**config.mk**
```make
export PLATFORM = sky130hd
export DESIGN_NAME = parity_history
export DESIGN_NICKNAME = d
export VERILOG_FILES = /design/src/rtl/parity_history_pkg.sv /design/src/rtl/parity_history_word.sv /design/src/rtl/parity_history.sv
export VERILOG_INCLUDE_DIRS = /design/src /design/src/rtl
export SDC_FILE = /design/constraint.sdc
export NUM_CORES = 1
export LEC_CHECK = 0
export ABC_AREA = 1
export CORE_ASPECT_RATIO = 0.75
export CORE_MARGIN = 2
export CORE_UTILIZATION = 41
export DETAILED_ROUTE_END_ITERATION = 8
export PLACE_DENSITY = 0.86
export SKIP_CTS_REPAIR_TIMING = 1
export SLEW_MARGIN = 10
export SYNTH_ARGS = -nofsm -noshare
export SYNTH_HDL_FRONTEND = slang
export SYNTH_SLANG_ARGS = --single-unit
```
**constraint.sdc**
```tcl
create_clock -name clk -period 1.1 [get_ports clk]
set_input_delay 0.22 -clock clk [delete_from_list [all_inputs] [get_ports clk]]
set_output_delay 0.22 -clock clk [all_outputs]
set_load 0.005 [all_outputs]
```
**src/rtl/parity_defs.vh**
```
// Shared constants for the parity history block: parity mode encodings and default geometry.
// Included by the RTL package and by the bench so both agree on the defaults.
// Guarded so that several files in one compilation unit can include it.
`ifndef PARITY_DEFS_VH
`define PARITY_DEFS_VH

`define PARITY_EVEN 1'b0
`define PARITY_ODD  1'b1

`define PARITY_DEF_WIDTH 8
`define PARITY_DEF_DEPTH 8

`endif

```
**src/rtl/parity_history_pkg.sv**
```systemverilog
// Shared types and constants for parity_history.
// No logic of its own; the default geometry comes from parity_defs.vh.
// Optional check path is controlled by the PARITY_CHECK_EN macro in the top.
`include "parity_defs.vh"

package parity_history_pkg;

    localparam int DEF_WIDTH = `PARITY_DEF_WIDTH;
    localparam int DEF_DEPTH = `PARITY_DEF_DEPTH;

    localparam logic MODE_EVEN = `PARITY_EVEN;
    localparam logic MODE_ODD  = `PARITY_ODD;

endpackage

```
**src/rtl/parity_history_word.sv**
```systemverilog
// Word parity: reduction XOR of d, inverted when odd parity is requested.
// Latency: purely combinational, zero cycles.
// Backpressure: none; output follows the inputs.
module parity_word #(
    parameter int WIDTH = 8
) (
    input  logic [WIDTH-1:0] d,
    input  logic             odd,
    output logic             par
);

    // Even mode gives ^d; odd mode flips it so the word plus bit has odd weight.
    always_comb begin
        par = (^d) ^ odd;
    end

endmodule

```
**src/rtl/parity_history.sv**
```systemverilog
// Parity history: shifts the parity bit of each loaded word into a DEPTH-deep history,
// keeps a running column XOR (lrc) and a saturating load count. Latency: one clock.
// Backpressure: none; ld is always accepted. Optional check path: PARITY_CHECK_EN.
module parity_history
    import parity_history_pkg::*;
#(
    parameter int WIDTH = DEF_WIDTH,
    parameter int DEPTH = DEF_DEPTH,
    parameter int CW    = $clog2(DEPTH + 1)
) (
    input  logic             clk,
    input  logic             reset,
    input  logic             ld,
    input  logic             clr,
    input  logic             odd,
    input  logic [WIDTH-1:0] d,
`ifdef PARITY_CHECK_EN
    input  logic             chk,
    input  logic             p_in,
    output logic             err,
`endif
    output logic [DEPTH-1:0] parity,
    output logic [WIDTH-1:0] lrc,
    output logic [CW-1:0]    count,
    output logic             full
);

    localparam logic [CW-1:0] CNT_MAX = CW'(DEPTH);

    logic          ld_par;
    logic [CW-1:0] count_nxt;

    // One parity generator for the load path; the check path shares its result
    // since both look at the same d/odd on the same edge.
    parity_word #(.WIDTH(WIDTH)) u_ld_par (
        .d   (d),
        .odd (odd),
        .par (ld_par)
    );

    // Saturating increment; full is derived from this so it lands on the same edge as count.
    always_comb begin
        count_nxt = count;
        if (count != CNT_MAX) begin
            count_nxt = count + CW'(1);
        end
    end

    // Main state: clr beats ld, ld beats hold; reset discards everything asynchronously.
    always_ff @(posedge clk or negedge reset) begin
        if (!reset) begin
            parity <= '0;
            lrc    <= '0;
            count  <= '0;
            full   <= 1'b0;
        end else if (clr) begin
            parity <= '0;
            lrc    <= '0;
            count  <= '0;
            full   <= 1'b0;
        end else if (ld) begin
            parity <= {parity[DEPTH-2:0], ld_par};
            lrc    <= lrc ^ d;
            count  <= count_nxt;
            full   <= (count_nxt == CNT_MAX);
        end
    end

`ifdef PARITY_CHECK_EN
    // Sticky mismatch flag between the received parity bit and the one computed locally.
    always_ff @(posedge clk or negedge reset) begin
        if (!reset) begin
            err <= 1'b0;
        end else if (clr) begin
            err <= 1'b0;
        end else if (chk && (p_in != ld_par)) begin
            err <= 1'b1;
        end
    end
`endif

endmodule

```
==> flow_summary.toml, run 1 <==
[outcome]
status = "finished with violations"
violations = "setup timing"

[worst_setup_path]
path_max_fanout = 3
endpoint_kind = "register"
reg2reg_depth = 7
crit_type = "register to register"
crit_start = "count[0]"
cp.required_ns = 1.37
worstPathArrival_ns = 1.61
start_kind = "register"
r2r-start = "count[0]"

[cts]
tritoncts = "done"
insertion_delay_ns = 0.32
numCtsBuffers = 3
root_buffer = "clkbuf_4"
cts.sinks = 21
cts_htree_levels = 1
clkTransAtPathRegs_ns = 0.12
clockBufferDepth = 2

[global_route]
grt.total_usage_pct = 21.0
antenna_found_initial = 0
grt_max_degree = 22
grt_pass1_vias = 1150
grt_overflow = 0
grt_first_pass_wirelength_mm = 5.14

[finish]
area_growth_pct = 61.4
layoutNonFillerInstCount = 234
postLayoutCoreUtil_pct = 68.3
fillers = 186
multiInputGateArea_um2 = 512
layout.nets = 214
drive_gt1_share_pct = 39.9
regArea_um2 = 526
diodes = 0
fin_area_um2 = 1750

[pwr]
finalPower_mw = 1.67
leakage_nw = 0.986
power-per-cell-area_nw_per_um2 = 956
swShare_pct = 30.1
p_seq_share_pct = 49.4
clkPwrFrac_pct = 23.8
intPower_mw = 1.17
pwr-share-comb_pct = 26.8
p_sw_mw = 0.504
ir_drop_mv = 0.499

[yosys]
yosysSeqAreaShare_pct = 48.4
yosysMostFrequentCell = "nand2_1"
yosysTopAreaCellShare_pct = 48.4
async_flop_share_pct = 100
ys_seq_elements = 21
synthTopCellsByArea = "dfrtp_1, nand2_1, nand3_1, nor3b_1, inv_1"
synth_area_per_cell_um2 = 8.47
synth.distinct_cells = 21
netlist_instances = 128
yosys.area.top_type = "dfrtp_1"
synthFlopType = "dfrtp_1"
netlist_area_um2 = 1080
synth_common_cells = "nand2_1, dfrtp_1, inv_1, nand3_1"
synth_edf_count = 0
yosysWarnings = 0
synthesis.nets = 143

[floorplanning]
die_w_um = 63.4
io-pin-count = 34
die-area_um2 = 3080
initial_core_util_pct = 42.3
die_h_um = 48.5
core_um2 = 2560
rows = 16

[timing]
setup-tns-final_ns = -0.713
setup_slack_ns = -0.243
rsz0062_at_grt = "true"
worst_pin_slew_ns = 0.211
fin_crit_ns = 1.34
skew_ns = 0.00155
fmax_mhz = 745
fin_crit_sh_pct = 122
hold_violations = 0
setup_viol = 7
whs_ns = 0.225
slew_violations = 0
max_slew_margin_pct = 85.9

[route]
firstDrtPassIters = 4
vias_per_cell = 5.15
drt_first_iter_violations = 67
wirelength_mm = 3.54
drc = 0
num_vias = 1206
wl_per_cell_um = 15.1
ant_nets = 0

[placement]
dp_hpwl_mm = 2.22
portBuffers = 33
gp_congestion = 0.875
dp_slack_ns = -0.435
place_area_um2 = 1630
placed_cells = 215

[flow_run]
maxCapViolations = 0

[min_path]
hold_class = "input pin to asynchronous set/reset pin"
-- per-layer routing --
metal	track usage, %	up-vias	part of all wire [%]
met4	9.78	0	2.5
li1	-	553	-
met1	25.0	586	41
met5	0	-	0
met3	2.79	13	4.9
met2	37.7	54	52
-- cells by family (layout without fill, tap and decap cells) --
kind of cell / after synthesis / in the layout / share of synthesized area, %
AND/OR/NAND/NOR: 57 / 57 / 25.6
buffers and inverters: 24 / 94 / 9.23
flip-flops: 21 / 21 / 48.4
AO/OA/AOI/OAI: 19 / 19 / 9.69
XOR/XNOR: 5 / 5 / 4.73
adder cells (fa/ha/maj): 2 / 2 / 2.31
-- cell usage in the layout, fill, tap and decap left out, types with 2 or more instances in the layout --
cell             synthesis  final
buf_4                    2     34
nand2_1                 30     30
dfrtp_1                 21     21
clkbuf_2                 0     19
inv_1                   14     12
nand3_1                 13     11
dlymetal6s2s_1           0     11
o22ai_1                  8      8
a21oi_1                  8      8
nor3b_1                  8      7
inv_2                    6      6
o21ai_1                  3      3
clkbuf_4                 0      3
clkdlybuf4s50_1          0      3
inv_4                    0      2
xor2_2                   0      2
buf_6                    0      2
-- layout make-up --
| type | instances | share of cell area [%] |
|---|---|---|
| flip-flops and latches | 21 | 30.0 |
| multi-input cells | 83 | 29.2 |
| repair buffers | 70 | 32.0 |
| clock buffers | 3 | 1.29 |
| clock inverters | 1 | 0.286 |
| well taps | 36 | 2.57 |
| inverters | 20 | 4.57 |
-- sequential cells by signal, summed over array words and instances, names as in the netlist --
| register | cells |
|---|---|
| count | 4 |
| parity | 8 |
| lrc | 8 |
| full | 1 |
-- critical path, cell delays in order (launching register included) --
cell	delay, ns
dfrtp_1	0.41
buf_4	0.16
inv_4	0.06
ha_4	0.14
nand3_4	0.08
xor2_2	0.20
nand4_1	0.14
nand2_1	0.10
-- power by group through the flow --
stage          Combinational, mW  Sequential (mW)  Clock [mW]
4_1_cts                    0.403            0.831       0.391
2_1_floorplan              0.156            0.848           0
5_1_grt                    0.489            0.830       0.449
3_5_place_dp               0.400            0.846           0
3_3_place_gp               0.378            0.843           0
6_report                   0.448            0.826       0.399
-- path summary, 6_finish.rpt --
check / endpoint / slack [ns]
max: full / -0.24
min: lrc[7] / 0.23
max reg2reg: full / -0.24
min reg2reg: parity[7] / 0.57
max in group asynchronous: lrc[5] / 0.74
min in group clk: lrc[4] / 0.30
No activity file was read; power rests on OpenSTA's default activity.
==> run 2, diff against run 1 <==
--- a/config.mk
+++ b/config.mk
@@ -11,9 +11,12 @@
 export CORE_MARGIN = 2
 export CORE_UTILIZATION = 41
 export DETAILED_ROUTE_END_ITERATION = 8
-export PLACE_DENSITY = 0.86
+export DONT_BUFFER_PORTS = 1
+export GPL_TIMING_DRIVEN = 1
+export PLACE_DENSITY = 0.68
 export SKIP_CTS_REPAIR_TIMING = 1
 export SLEW_MARGIN = 10
 export SYNTH_ARGS = -nofsm -noshare
 export SYNTH_HDL_FRONTEND = slang
+export SYNTH_HIERARCHICAL = 1
 export SYNTH_SLANG_ARGS = --single-unit
==> run 2 against run 1 <==
The run ends with hold timing, setup timing left. Via count shrank 23%. Core utilization shrank 20 points. Setup slack gained 0.17 ns. Synthesized area grew 6.6%. Clock-buffer cell count is the same. Total power shrank 6.1%. Maximum frequency grew 15%. Sequential power grew 2%. Die area grew 6.1%. Flip-flop and latch count is the same. Critical endpoint is now count[1].
==> flow_summary.toml, run 2 <==
[finish]
final_cell_mix = "nand2_1, dfrtp_1, inv_1"
fillers = 269
postLayoutCoreUtil_pct = 48.0
final_common_cell = "nand2_1"
multiInputGateArea_um2 = 510
reg_top3 = "lrc (8), parity (8), count (4)"
layoutNonFillerInstCount = 182
regArea_um2 = 526
area_growth_pct = 9.63
diodes = 0
layout.nets = 162
drive_gt1_share_pct = 18.5

[placement]
portBuffers = 0
dp_hpwl_mm = 1.74
dp_slack_ns = -0.0544
gp_congestion = 0.703
placed_cells = 176

[worst_setup_path]
crit_path_max_incr_delay_ns = 0.42
path_max_fanout = 3
crit_type = "register to output pin"
start_kind = "register"
worstPathArrival_ns = 0.95
crit_start = "count[1]"
path_buf_inv = 2
endpoint_kind = "output pin"
crit_path_frequent_cell = "buf_4"
reg2reg_depth = 8
cp_cell_sequence = "buf_4 -> buf_4"
crit_slowest_cell = "dfrtp_1"
cp_num_cells = 2
worst_path_dominant_cell_family = "flip-flops"
cp.required_ns = 0.88
r2r-start = "count[1]"

[floorplanning]
die_h_um = 50.0
die_w_um = 65.3
die-area_um2 = 3260
initial_core_util_pct = 43.8
rows = 16
io-pin-count = 34
core_um2 = 2640

[pwr]
pwr-share-comb_pct = 13.8
p_seq_share_pct = 53.4
clkPwrFrac_pct = 32.8
leakage_nw = 0.611
p_sw_mw = 0.411
intPower_mw = 1.16
ir_drop_mv = 0.724
swShare_pct = 26.2
power-per-cell-area_nw_per_um2 = 1240

[timing]
slew_violations = 0
max_slew_margin_pct = 84.2
setup-tns-final_ns = -0.109
fmax_mhz = 854
hold_violations = 21
setup_viol = 2
setup_slack_ns = -0.0711
skew_ns = 0.00142
rsz0062_at_grt = "true"
fin_crit_sh_pct = 106
worst_pin_slew_ns = 0.237
whs_ns = -0.356
fin_crit_ns = 1.17

[yosys]
yosysSeqAreaShare_pct = 45.5
synthTopCellsByArea = "dfrtp_1, nand2_1, inv_1, nand3_1, nor3b_1"
synth.distinct_cells = 19
synthFlopType = "dfrtp_1"
synth_common_cells = "nand2_1, inv_1, dfrtp_1, nand3_1"
synth_edf_count = 0
synth_area_per_cell_um2 = 8.20
ys_seq_elements = 21
yosysWarnings = 6
yosysTopAreaCellShare_pct = 45.5
synthesis.nets = 156
netlist_instances = 141
yosys.area.top_type = "dfrtp_1"
netlist_area_um2 = 1160
yosysMostFrequentCell = "nand2_1"
async_flop_share_pct = 100

[route]
firstDrtPassIters = 4
drt_first_iter_violations = 27
num_vias = 925
ant_nets = 0
vias_per_cell = 5.08
drc = 0
wirelength_mm = 2.34
wl_per_cell_um = 12.9

[global_route]
grt.total_usage_pct = 15.8
grt_max_degree = 22
grt_overflow = 0
grt_first_pass_wirelength_mm = 4.02
grt_pass1_vias = 926
antenna_found_initial = 0

[outcome]
violations = "hold timing, setup timing"
status = "finished with violations"

[cts]
root_buffer = "clkbuf_8"
tritoncts = "done"
numCtsBuffers = 3
clockBufferDepth = 2
cts_htree_levels = 1
cts.sinks = 21
clkTransAtPathRegs_ns = 0.08
insertion_delay_ns = 0.26

[flow_run]
maxCapViolations = 0

[min_path]
hold_class = "input pin to asynchronous set/reset pin"
-- run 2: path summary, 6_finish.rpt --
| path | end | slack [ns] |
|---|---|---|
| setup / recovery | count[1] | -0.07 |
| hold reg to reg | full | 0.51 |
| max in group asynchronous | count[1] | 1.38 |
| min in group clk | lrc[6] | 0.02 |
| setup reg to reg | full | -0.04 |
| hold / removal | parity[0] | -0.36 |
-- run 2: cell type report --
cell class,instances,area share (%)
inverters,26,7.90
clock inverters,1,0.592
clock buffers,3,3.26
multi-input cells,90,40.3
repair buffers,5,2.96
flip-flops and latches,21,41.5
well taps,36,3.55
-- run 2: per-stage QoR --
stage | hold WS (ns) | cell area (um2) | power, mW
6_report | -0.356 | 1270 | 1.57
5_1_grt | -0.379 | 1270 | 1.67
4_1_cts | -0.364 | 1240 | 1.58
3_5_place_dp | -0.0750 | 1190 | 1.06
3_3_place_gp | -0.0751 | 1190 | 1.04
2_1_floorplan | -0.0756 | 1170 | 1.04
-- run 2: cell families (layout without fill, tap and decap cells) --
kind of cell | Yosys count | in the layout | share of synthesized area [%]
xor gates and xnor gates | 1 | 1 | 0.758
buffers and inverters | 30 | 35 | 12.6
and+or+nand+nor | 67 | 67 | 29.5
DFF | 21 | 21 | 45.5
AOI/OAI and AO/OA | 20 | 20 | 9.52
adders and majority gates | 2 | 2 | 2.16
-- run 2: routing by layer --
layer  vias to the layer above  GRT usage, %  share of wire (%)
li1                        466             -                  -
met1                       425          18.8                 42
met2                        32          26.7                 51
met4                         0          3.82               0.34
met3                         2          6.39                7.5
met5                         -             0                  0
-- run 2: worst reg2reg max path: cells and delay by family (launching register included) --
family | cells | cell delay (ns)
DFF | 1 | 0.42
and+or+nand+nor | 6 | 0.34
buffers and inverters | 2 | 0.28
-- run 2: power groups by stage --
stage,logic (mW),registers (mW),clock network (mW)
finish,0.217,0.839,0.515
global route,0.245,0.845,0.576
CTS,0.204,0.839,0.536
detailed placement,0.203,0.854,0
global placement,0.192,0.852,0
floorplan,0.186,0.849,0
